`config.mk`:
```
export PLATFORM = sky130hd
export DESIGN_NAME = vend_sequencer
export DESIGN_NICKNAME = d
export VERILOG_FILES = /design/src/rtl/vend_sequencer.sv
export SDC_FILE = /design/constraint.sdc
export NUM_CORES = 1
export LEC_CHECK = 0
export CAP_MARGIN = 20
export CORE_ASPECT_RATIO = 0.7
export CORE_UTILIZATION = 45
export CTS_CLUSTER_SIZE = 30
export DETAILED_ROUTE_END_ITERATION = 8
export DONT_BUFFER_PORTS = 1
export HOLD_SLACK_MARGIN = 0.02
export RECOVER_POWER = 50
export SETUP_SLACK_MARGIN = 0.05
export SYNTH_ARGS = -nofsm -noshare
export SYNTH_HDL_FRONTEND = slang
export SYNTH_SLANG_ARGS = --single-unit
export TNS_END_PERCENT = 5
```
`constraint.sdc`:
```
create_clock -name clk -period 4.2 [get_ports clk]
set_input_delay 0.84 -clock clk [delete_from_list [all_inputs] [get_ports clk]]
set_output_delay 0.84 -clock clk [all_outputs]
set_load 0.01 [all_outputs]
```
`src/rtl/vend_sequencer.sv`:
```
// Credit/vend/change controller: one clocked FSM taking coin and selection pulses,
// dispensing over vend_valid/vend_ready and returning change coin by coin.
// Optional per-slot stock tracking is enabled with the VM_STOCK_TRACK_EN macro.
module vend_sequencer #(
  parameter int SLOTS      = 9,
  parameter int CREDIT_W   = 8,
  parameter int STOCK_W    = 4,
  parameter int INIT_STOCK = 5
) (
  input  logic                      clk,
  input  logic                      rst_n,
  input  logic                      coin_valid,
  input  logic [2:0]                coin_type,
  input  logic                      sel_valid,
  input  logic [3:0]                sel_idx,
  input  logic                      cancel,
  input  logic [SLOTS*CREDIT_W-1:0] price_flat,
  output logic                      vend_valid,
  output logic [3:0]                vend_idx,
  input  logic                      vend_ready,
  output logic                      coin_out_valid,
  output logic [2:0]                coin_out_type,
  input  logic                      coin_out_ready,
  output logic [CREDIT_W-1:0]       credit,
  output logic [SLOTS-1:0]          can_afford,
  output logic [SLOTS-1:0]          oos,
  output logic                      price_show,
  output logic [CREDIT_W-1:0]       price_disp,
  output logic                      coin_reject,
  output logic                      sel_deny,
  output logic                      busy,
  output logic [1:0]                state_dbg
);

  typedef enum logic [1:0] {IDLE = 2'd0, VEND = 2'd1, CHANGE = 2'd2} state_t;

  state_t state;

  // Handshakes: a request (vend_valid or coin_out_valid) is raised with its payload
  // and both are held unchanged until the edge that samples ready high with valid.

  function automatic logic [CREDIT_W-1:0] coin_value(input logic [2:0] t);
    case (t)
      3'd0:    coin_value = CREDIT_W'(1);
      3'd1:    coin_value = CREDIT_W'(2);
      3'd2:    coin_value = CREDIT_W'(5);
      3'd3:    coin_value = CREDIT_W'(10);
      3'd4:    coin_value = CREDIT_W'(20);
      3'd5:    coin_value = CREDIT_W'(100);
      default: coin_value = '0;
    endcase
  endfunction

  function automatic logic [2:0] greedy_type(input logic [CREDIT_W-1:0] c);
    if (c >= CREDIT_W'(100))     greedy_type = 3'd5;
    else if (c >= CREDIT_W'(20)) greedy_type = 3'd4;
    else if (c >= CREDIT_W'(10)) greedy_type = 3'd3;
    else if (c >= CREDIT_W'(5))  greedy_type = 3'd2;
    else if (c >= CREDIT_W'(2))  greedy_type = 3'd1;
    else                         greedy_type = 3'd0;
  endfunction

  logic [CREDIT_W-1:0] prices [SLOTS];
  logic [CREDIT_W-1:0] sel_price;
  logic                sel_oos;
  logic                sel_in_range;
  logic [CREDIT_W-1:0] coin_val;
  logic                coin_ok;
  logic                sel_ok;
  logic [CREDIT_W-1:0] idle_credit_nxt;
  logic [CREDIT_W-1:0] change_credit_nxt;

`ifdef VM_STOCK_TRACK_EN
  logic [STOCK_W-1:0] stock [SLOTS];

  always_comb begin
    for (int i = 0; i < SLOTS; i++) oos[i] = (stock[i] == '0);
  end
`else
  logic [STOCK_W-1:0] unused_stock_cfg;
  assign unused_stock_cfg = STOCK_W'(INIT_STOCK);
  assign oos = '0;
`endif

  always_comb begin
    sel_price    = '0;
    sel_oos      = 1'b0;
    sel_in_range = 1'b0;
    for (int i = 0; i < SLOTS; i++) begin
      prices[i]     = price_flat[i*CREDIT_W +: CREDIT_W];
      can_afford[i] = (credit != '0) && (credit >= prices[i]) && !oos[i];
      if (int'(sel_idx) == i) begin
        sel_in_range = 1'b1;
        sel_price    = prices[i];
        sel_oos      = oos[i];
      end
    end
  end

  // Overflow is judged against the registered credit at one extra bit of width.
  assign coin_val = coin_value(coin_type);
  assign coin_ok  = coin_valid && (coin_type <= 3'd5) &&
                    (({1'b0, credit} + {1'b0, coin_val}) <= {1'b0, {CREDIT_W{1'b1}}});
  assign sel_ok   = sel_valid && !cancel && sel_in_range && (credit != '0) &&
                    (credit >= sel_price) && !sel_oos;
  assign idle_credit_nxt   = (sel_ok ? credit - sel_price : credit) + (coin_ok ? coin_val : '0);
  assign change_credit_nxt = credit - coin_value(coin_out_type);

  assign busy      = (state != IDLE);
  assign state_dbg = state;

  always_ff @(posedge clk or negedge rst_n) begin
    if (!rst_n) begin
      state          <= IDLE;
      credit         <= '0;
      vend_valid     <= 1'b0;
      vend_idx       <= '0;
      coin_out_valid <= 1'b0;
      coin_out_type  <= '0;
      price_show     <= 1'b0;
      price_disp     <= '0;
      coin_reject    <= 1'b0;
      sel_deny       <= 1'b0;
`ifdef VM_STOCK_TRACK_EN
      for (int i = 0; i < SLOTS; i++) stock[i] <= STOCK_W'(INIT_STOCK);
`endif
    end else begin
      coin_reject <= 1'b0;
      sel_deny    <= 1'b0;
      if (coin_valid || sel_valid || cancel) price_show <= 1'b0;
      case (state)
        IDLE: begin
          credit <= idle_credit_nxt;
          if (coin_valid && !coin_ok) coin_reject <= 1'b1;
          if (cancel) begin
            if (credit != '0) begin
              state          <= CHANGE;
              coin_out_valid <= 1'b1;
              coin_out_type  <= greedy_type(idle_credit_nxt);
            end
          end else if (sel_valid && sel_in_range) begin
            if (credit == '0) begin
              price_disp <= sel_price;
              price_show <= 1'b1;
            end else if (sel_ok) begin
              state      <= VEND;
              vend_valid <= 1'b1;
              vend_idx   <= sel_idx;
`ifdef VM_STOCK_TRACK_EN
              for (int i = 0; i < SLOTS; i++)
                if (int'(sel_idx) == i) stock[i] <= stock[i] - 1'b1;
`endif
            end else begin
              sel_deny <= 1'b1;
            end
          end
        end
        VEND: begin
          if (coin_valid) coin_reject <= 1'b1;
          if (vend_ready) begin
            vend_valid <= 1'b0;
            if (credit != '0) begin
              state          <= CHANGE;
              coin_out_valid <= 1'b1;
              coin_out_type  <= greedy_type(credit);
            end else begin
              state <= IDLE;
            end
          end
        end
        CHANGE: begin
          if (coin_valid) coin_reject <= 1'b1;
          if (coin_out_ready) begin
            credit <= change_credit_nxt;
            if (change_credit_nxt == '0) begin
              state          <= IDLE;
              coin_out_valid <= 1'b0;
              coin_out_type  <= '0;
            end else begin
              coin_out_type <= greedy_type(change_credit_nxt);
            end
          end
        end
        default: state <= IDLE;
      endcase
    end
  end

endmodule
```
==> reports/qor.txt, run 1 <==
final hold violations -> 0
Die X-Extent -> 131.6 µm
most frequent cells in the layout -> ha_1 (100), inv_1 (86), buf_4 (71)
GRT Overall Usage -> 29.72%
commonest non-fill, non-tap cell in the layout -> ha_1
I/O pin count -> 135
share of cells above drive strength 1 -> 18.53%
Seq/Total Area, Yosys -> 14.18%
CTS Buf Count -> 5
DRT Pass-1 Iters -> 5
CP Capture Type -> register
violated checks -> setup timing
Post-synth ARST share -> 100.0%
hpwl dp -> 14,440 µm
chip height -> 92.74 µm
Leakage -> 0.003111 µW
CTS sink cnt -> 30
Cells after Synth -> 671
first-pass GRT wire length -> 28,120 µm
Net Sw Frac -> 51.87%
Tcrit/Tclk final -> 113.8%
Yosys cell types -> 59
clock share of power -> 7.8%
Die ar. -> 12,210 µm²
Synth Flop Type -> dfrtp_1
Comb pwr share -> 79.6%
storage element area -> 750.7 µm²
Final min period -> 4.779 ns
clock latency on the worst-skew pair -> 0.27 ns
# nets final -> 927
Worst-path clk slew -> 0.05 ns
gp weighted congestion -> 0.9643
IO buf count -> 0
fmax -> 209.2 MHz
row count -> 32
Core Area -> 11,210 µm²
TritonCTS clock tree -> built
post-synthesis instance area -> 5293 µm²
fin. max-slew vios -> 0
Required @ worst endpoint -> 4.39 ns
Critical Path Fanout Max -> 21
r2r startpoint -> credit[3]
register share of total power -> 12.6%
vias in the first global route -> 5,028
Clock Skew -> 0.007997 ns
nature of the critical path startpoint -> primary input
Initial Utilization -> 47.21%
RSZ-0062 raised after global routing -> yes
syn_area_per_cell -> 7.888 µm²
max_cap viols -> 0
detailed-route vias per instance -> 5.855
PnR worst setup slack -> -0.5794 ns
Switch Pwr -> 2351 µW
core occupancy in the finished layout -> 55.74%
# hold bufs at CTS -> 0
Final ANT Viol Nets -> 0
antenna violations before repair -> 0
Slew @ Worst Pin -> 0.7559 ns
synth warn -> 0
Longest Clk Path Bufs -> 2
VDD IR-drop max -> 0.0003232 V
DR vias -> 5,193
Worst R2R Setup Slack -> 0.24 ns
CP Data Arrival Time -> 4.97 ns
CTS H-tree lvls -> 2
Non-Filler Instances -> 887
internal power -> 2182 µW
Slew headroom -> 49.46%
Avg WL per Cell -> 19.89 µm
Reg2Reg Depth -> 17
critical register-to-register path endpoint -> coin_out_type[0]
Layout area overhead -> 18.06%
number of synthesized register bits -> 30
largest net degree at the start of global routing -> 31
status -> complete, but fails checks
PwrDens -> 725.4 nW/µm²
Post-synth EDFFs -> 0
residual DRC count -> 0
CTS Root Cell -> clkbuf_16
Placed Cells -> 872
fillcell total -> 1,071
Ant. Diodes -> 0
wirelength, routed -> 17,650 µm
Final setup viols -> 7
GRT Residual Overflow -> 0
CP Class -> primary input to register
Multi-input gate area -> 4299 µm²
DRC marker count from the first detailed-route iteration -> 451
HP Class -> primary input to async pin
[per-layer routing]
metal	GRT usage, %	vias to the layer above	wire [µm]
met3	6.787	17	1871
li1	-	2520	-
met1	44.11	2395	8527
met5	0	-	0
met2	43.30	261	7073
met4	5.717	0	174
[cells in the mapped netlist (5+ instances only)]
library cell    n  area (µm²)
clkbuf_1        9       33.78
o21ai_0        47       235.2
a21oi_1        49       245.2
nand3_1         6       30.03
nor3_1         10       50.05
a31oi_1         6       37.54
mux2_2          9       101.4
mux2i_1        11       110.1
xnor2_1        11       96.34
inv_1          87       326.6
a211oi_1        6       45.04
o21a_1          5       37.54
o21ai_1         5       25.02
nand2_1        40       150.1
o31ai_1         6       45.04
buf_4          10       75.07
o211ai_1        6       45.04
and3_1          6       37.54
mux4_2          7       157.7
dfrtp_1        30       750.7
a21o_1         33       247.7
o22ai_1         6       37.54
nor2b_1        16       100.1
nand2b_1       17       106.4
ha_1          104        1301
nor2_1         58       217.7
[sequential cells by signal, summed over array words and instances, names as in the netlist, 2 cells and up]
register,cells
vend_idx,4
credit,8
coin_out_type,3
state_dbg,2
price_disp,8
[cell families (layout without fill, tap and decap cells)]
family	after synthesis	in the layout	share of synthesized area [%]
fa+ha+maj	108	108	26.10
other cells	1	9	0.07085
simple gates	177	177	16.55
buf+inv	111	166	8.676
compound gates	202	202	24.97
xor+xnor	15	15	2.482
mux	27	27	6.974
flops	30	30	14.18
[worst max-delay path by stage]
| stage | start | end | slack [ns] |
|---|---|---|---|
| 4_1_cts | sel_idx[1] | coin_out_type[0] | -0.56 |
| 5_1_grt | sel_idx[1] | coin_out_type[0] | -0.75 |
| 2_1_floorplan | sel_idx[0] | coin_out_type[0] | -0.73 |
| 3_3_place_gp | sel_idx[1] | coin_out_type[0] | -1.03 |
| 3_5_place_dp | sel_idx[1] | coin_out_type[0] | -1.09 |
| 6_report | sel_idx[1] | coin_out_type[0] | -0.58 |
[final cells by class]
class / count / area share, %
multi-input cells: 538 / 68.80
well taps: 153 / 3.064
clock inverters: 1 / 0.08010
flip-flops and latches: 30 / 12.01
inverters: 87 / 5.226
repair buffers: 71 / 8.530
clock buffers: 7 / 2.283
[worst max-delay path: stages]
cell and delay, ns:
mux4_2 0.52, nor2_4 0.14, a21oi_2 0.05, a222oi_1 0.25, buf_4 0.21, ha_4 0.13
nand4_1 0.16, a31oi_4 0.22, a211oi_4 0.07, or3_4 0.35, nand2_1 0.07, o21ai_1 0.06
ha_2 0.21, fa_2 0.36, a21o_1 0.18, a311o_1 0.27, a21oi_2 0.16, xnor2_2 0.09
a211oi_2 0.20, o21ai_1 0.10, and4b_1 0.22, nor3_2 0.10
[per-stage QoR]
stage	setup TNS, ns	power, µW	hold slack [ns]	setup WS, ns	area (µm²)
global route	-4.311	4941	0.2551	-0.7459	6248
detailed placement	-8.039	3964	0.5457	-1.093	5938
global placement	-7.539	3896	0.5455	-1.029	5938
floorplan	-3.898	2868	0.5139	-0.7349	5431
finish	-2.769	4533	0.2627	-0.5794	6248
CTS	-2.572	4463	0.2567	-0.5630	6237
[what timing repair did]
action,4_1_cts,5_1_grt
buffers inserted,7,0
gates resized for setup,21,3
pin swaps,21,10
endpoints found under the hold margin,0,0
setup endpoints to repair,9,9
[power groups by stage]
| stage | sequential, µW | combinational, µW | clock [µW] |
|---|---|---|---|
| floorplan | 607 | 2260 | 0 |
| global placement | 565 | 3330 | 0 |
| detailed placement | 566 | 3400 | 0 |
| CTS | 564 | 3540 | 358 |
| global route | 580 | 3990 | 370 |
| finish | 570 | 3610 | 355 |
(Power assumes the default switching activity.)
==> run 2, diff against run 1 <==
--- a/config.mk
+++ b/config.mk
@@ -5,6 +5,7 @@
 export SDC_FILE = /design/constraint.sdc
 export NUM_CORES = 1
 export LEC_CHECK = 0
+export ABC_AREA = 1
 export CAP_MARGIN = 20
 export CORE_ASPECT_RATIO = 0.7
 export CORE_UTILIZATION = 45
==> run 2 against run 1 <==
Effect of this change: the run still ends with setup timing left; clock skew rose by 0.0029 ns; combinational power increased by 11%; routed wire length increased by 12%; sequential power is 17% higher; global-route usage increased by 1.9 points; sequential share of layout area is 1.2 points lower; setup slack improved by 0.31 ns; flip-flop and latch count unchanged; count of clock-buffer cells in the layout fell by 1; largest cell class unchanged; highest routed layer unchanged.
==> reports/qor.txt, run 2 <==
vias in the first global route -> 6,070 (+21%)
CTS sink cnt -> 30 (unchanged)
Max stage delay on crit path -> 0.42 ns (-0.10 ns)
Multi-input gate area -> 4359 µm² (+1.4%)
RSZ-0062 raised after global routing -> yes
Core Area -> 11,850 µm² (+5.7%)
Clock Skew -> 0.01093 ns (+0.002931 ns)
Yosys cell types -> 45 (-24%)
CP Class -> primary input to register
Cells after Synth -> 871 (+30%)
post-synthesis instance area -> 5550 µm² (+4.9%)
# nets final -> 1,174 (+27%)
storage element area -> 750.7 µm² (unchanged)
Final ANT Viol Nets -> 0 (unchanged)
hpwl dp -> 15,760 µm (+9.1%)
slowest CP cell -> fa_2
status -> complete, but fails checks
nature of the critical path startpoint -> primary input
Die ar. -> 12,790 µm² (+4.8%)
Slew @ Worst Pin -> 0.6146 ns (-0.1413 ns)
Reg2Reg Depth -> 19 (+2)
Net Sw Frac -> 55.41% (+3.5 points)
Placed Cells -> 1,116 (+28%)
chip height -> 94.92 µm (+2.4%)
PwrDens -> 729.3 nW/µm² (+0.53%)
GRT Residual Overflow -> 0 (unchanged)
DRT Pass-1 Iters -> 5 (unchanged)
CTS H-tree lvls -> 2 (unchanged)
VDD IR-drop max -> 0.0005140 V (+59%)
Post-synth EDFFs -> 0 (unchanged)
fin. max-slew vios -> 0 (unchanged)
number of synthesized register bits -> 30 (unchanged)
I/O pin count -> 135 (unchanged)
Die X-Extent -> 134.7 µm (+2.4%)
Longest Clk Path Bufs -> 2 (unchanged)
Synth Flop Type -> dfrtp_1
Seq/Total Area, Yosys -> 13.53% (-0.66 points)
max_cap viols -> 0 (unchanged)
largest area contributor in the netlist -> ha_1
Critical Path Fanout Max -> 6 (-71%)
Required @ worst endpoint -> 4.38 ns (about the same)
first-pass GRT wire length -> 30,910 µm (+9.9%)
TritonCTS clock tree -> built
internal power -> 2258 µW (+3.5%)
clock share of power -> 7.7% (about the same)
Top delay family on crit path -> simple AND/OR/NAND/NOR gates
violated checks -> setup timing
GRT Overall Usage -> 31.60% (+1.9 points)
# hold bufs at CTS -> 0 (unchanged)
DRC marker count from the first detailed-route iteration -> 418 (-7.3%)
most frequent cells in the layout -> nand2_1 (195), inv_1 (158), buf_4 (106)
Post-synth ARST share -> 100.0% (unchanged)
fmax -> 223.9 MHz (+7.0%)
share of cells above drive strength 1 -> 21.10% (+2.6 points)
HP Class -> primary input to async pin
commonest cells in the netlist -> nand2_1 (203), inv_1 (165), ha_1 (104)
Slew headroom -> 59.03% (+9.6 points)
CP most frequent cell -> nand2_1
Post-Place Cell Area -> 6425 µm² (+8.2%)
syn_area_per_cell -> 6.372 µm² (-19%)
r2r startpoint -> credit[5]
CTS Buf Count -> 5 (unchanged)
antenna violations before repair -> 0 (unchanged)
post-route cell area -> 6944 µm² (+11%)
IO buf count -> 0 (unchanged)
Initial Utilization -> 46.84% (-0.37 points)
row count -> 33 (+3.1%)
Final min period -> 4.466 ns (-0.3138 ns)
CTS Root Cell -> clkbuf_16
Non-Filler Instances -> 1,138 (+28%)
biggest regs -> credit: 8 flops, price_disp: 8 flops, vend_idx: 4 flops
Avg WL per Cell -> 17.39 µm (-13%)
DR vias -> 6,226 (+20%)
synth warn -> 0 (unchanged)
most frequent cell after synthesis -> nand2_1
Worst-path clk slew -> 0.06 ns (about the same)
PnR worst setup slack -> -0.2656 ns (+0.3138 ns)
fillcell total -> 1,143 (+6.7%)
critical register-to-register path endpoint -> coin_out_type[0]
gp weighted congestion -> 0.9678 (+0.36%)
Worst Path Buf+Inv -> 3 (+2)
Final setup viols -> 7 (unchanged)
Switch Pwr -> 2806 µW (+19%)
residual DRC count -> 0 (unchanged)
wirelength, routed -> 19,790 µm (+12%)
Ant. Diodes -> 0 (unchanged)
register share of total power -> 13.1% (+0.5 points)
CP Capture Type -> register
Critical Path Stages -> 27 (+23%)
clock latency on the worst-skew pair -> 0.29 ns (+0.02 ns)
Comb pwr share -> 79.1% (-0.5 points)
top cell type's share of synthesized area -> 23.44% (-1.1 points)
top cells by area, synth -> ha_1 (23%), nand2_1 (14%), dfrtp_1 (14%), inv_1 (11%), a21oi_1 (6.4%)
Layout area overhead -> 25.11%
CP Data Arrival Time -> 4.64 ns (-0.33 ns)
detailed-route vias per instance -> 5.471 (-6.6%)
largest net degree at the start of global routing -> 31 (unchanged)
final hold violations -> 0 (unchanged)
Worst R2R Setup Slack -> 0.58 ns (+0.34 ns)
Leakage -> 0.003823 µW (+23%)
Tcrit/Tclk final -> 106.3% (-7.5 points)
commonest non-fill, non-tap cell in the layout -> nand2_1
## run 2: cell types whose count changed after synthesis, sizes merged, moves of 8 or more
cell / before / now
o211ai: 6 / 14
o2111ai: 2 / 10
a21o: 33 / 3
nand4: 2 / 19
mux2i: 11 / 0
nand3: 6 / 38
nand2: 40 / 212
nand2b: 17 / 0
mux2: 9 / 0
a211oi: 9 / 0
a21oi: 50 / 74
nor2b: 16 / 0
nor2: 58 / 72
inv: 87 / 174
## run 2: cells by family after synthesis
kind of cell	count (synthesis)	share of synthesized area [%]
XOR/XNOR	10	1.578
buffers and inverters	189	13.57
AND/OR/NAND/NOR	365	28.65
adder cells (fa/ha/maj)	108	24.89
flip-flops	30	13.53
AO/OA/AOI/OAI	168	17.72
other	1	0.06756
## run 2: how the worst max path moves through the flow
stage / startpoint / to
CTS: sel_idx[2] / coin_out_type[0]
global route: sel_idx[2] / coin_out_type[0]
detailed placement: sel_idx[2] / coin_out_type[1]
floorplan: sel_idx[2] / coin_out_type[0]
finish: sel_idx[2] / coin_out_type[0]
global placement: sel_idx[2] / coin_out_type[1]
## run 2: repair_timing
action | CTS | global route
setup endpoints to repair | 10 | 10
buffers inserted | 9 | 6
gates resized for setup | 28 | 36
pin swaps | 19 | 40
## run 2: cell type report
type / instances / area share [%]
repair buffers: 109 / 11.95
clock buffers: 6 / 2.000
inverters: 174 / 9.459
well taps: 157 / 2.829
flip-flops and latches: 30 / 10.81
multi-input cells: 660 / 62.77
clock inverters: 2 / 0.1802
## run 2: per-layer routing
metal  wire length, µm  track usage, %  vias up  part of all wire, %
met1              9145           42.41     2853                   46
met5                 0               0        -                    0
met2              8450           50.30      267                   43
met4               461           11.42        0                  2.3
li1                  -               -     3069                    -
met3              1731           6.119       37                  8.7
## run 2: stage by stage
step	total power (µW)	util (%)	setup TNS, ns	hold slack, ns	worst slack, ns
after floorplan	3081	-	-1.293	0.5127	-0.3554
after global placement	4166	54.22	-4.616	0.5365	-0.6392
after detailed placement	4259	54.22	-5.346	0.5387	-0.7190
after CTS	4790	56.81	-0.7763	0.2377	-0.1943
after global routing	5612	58.60	-3.470	0.2348	-0.5923
final	5064	58.60	-1.067	0.2392	-0.2656
## run 2: power groups by stage
stage | clock network (µW) | registers, µW | logic [µW]
global route | 406 | 676 | 4530
detailed placement | 0 | 651 | 3610
finish | 392 | 665 | 4010
CTS | 395 | 647 | 3750
floorplan | 0 | 630 | 2450
global placement | 0 | 654 | 3510
## run 2: worst register-to-register path: cells and delay by family, from the launching register on
family | cells | cell delay, ns
and+or+nand+nor | 8 | 0.75
adders and majority gates | 2 | 0.65
buffers and inverters | 1 | 0.18
DFF | 1 | 0.73
xor gates and xnor gates | 1 | 0.30
AOI/OAI and AO/OA | 7 | 0.92
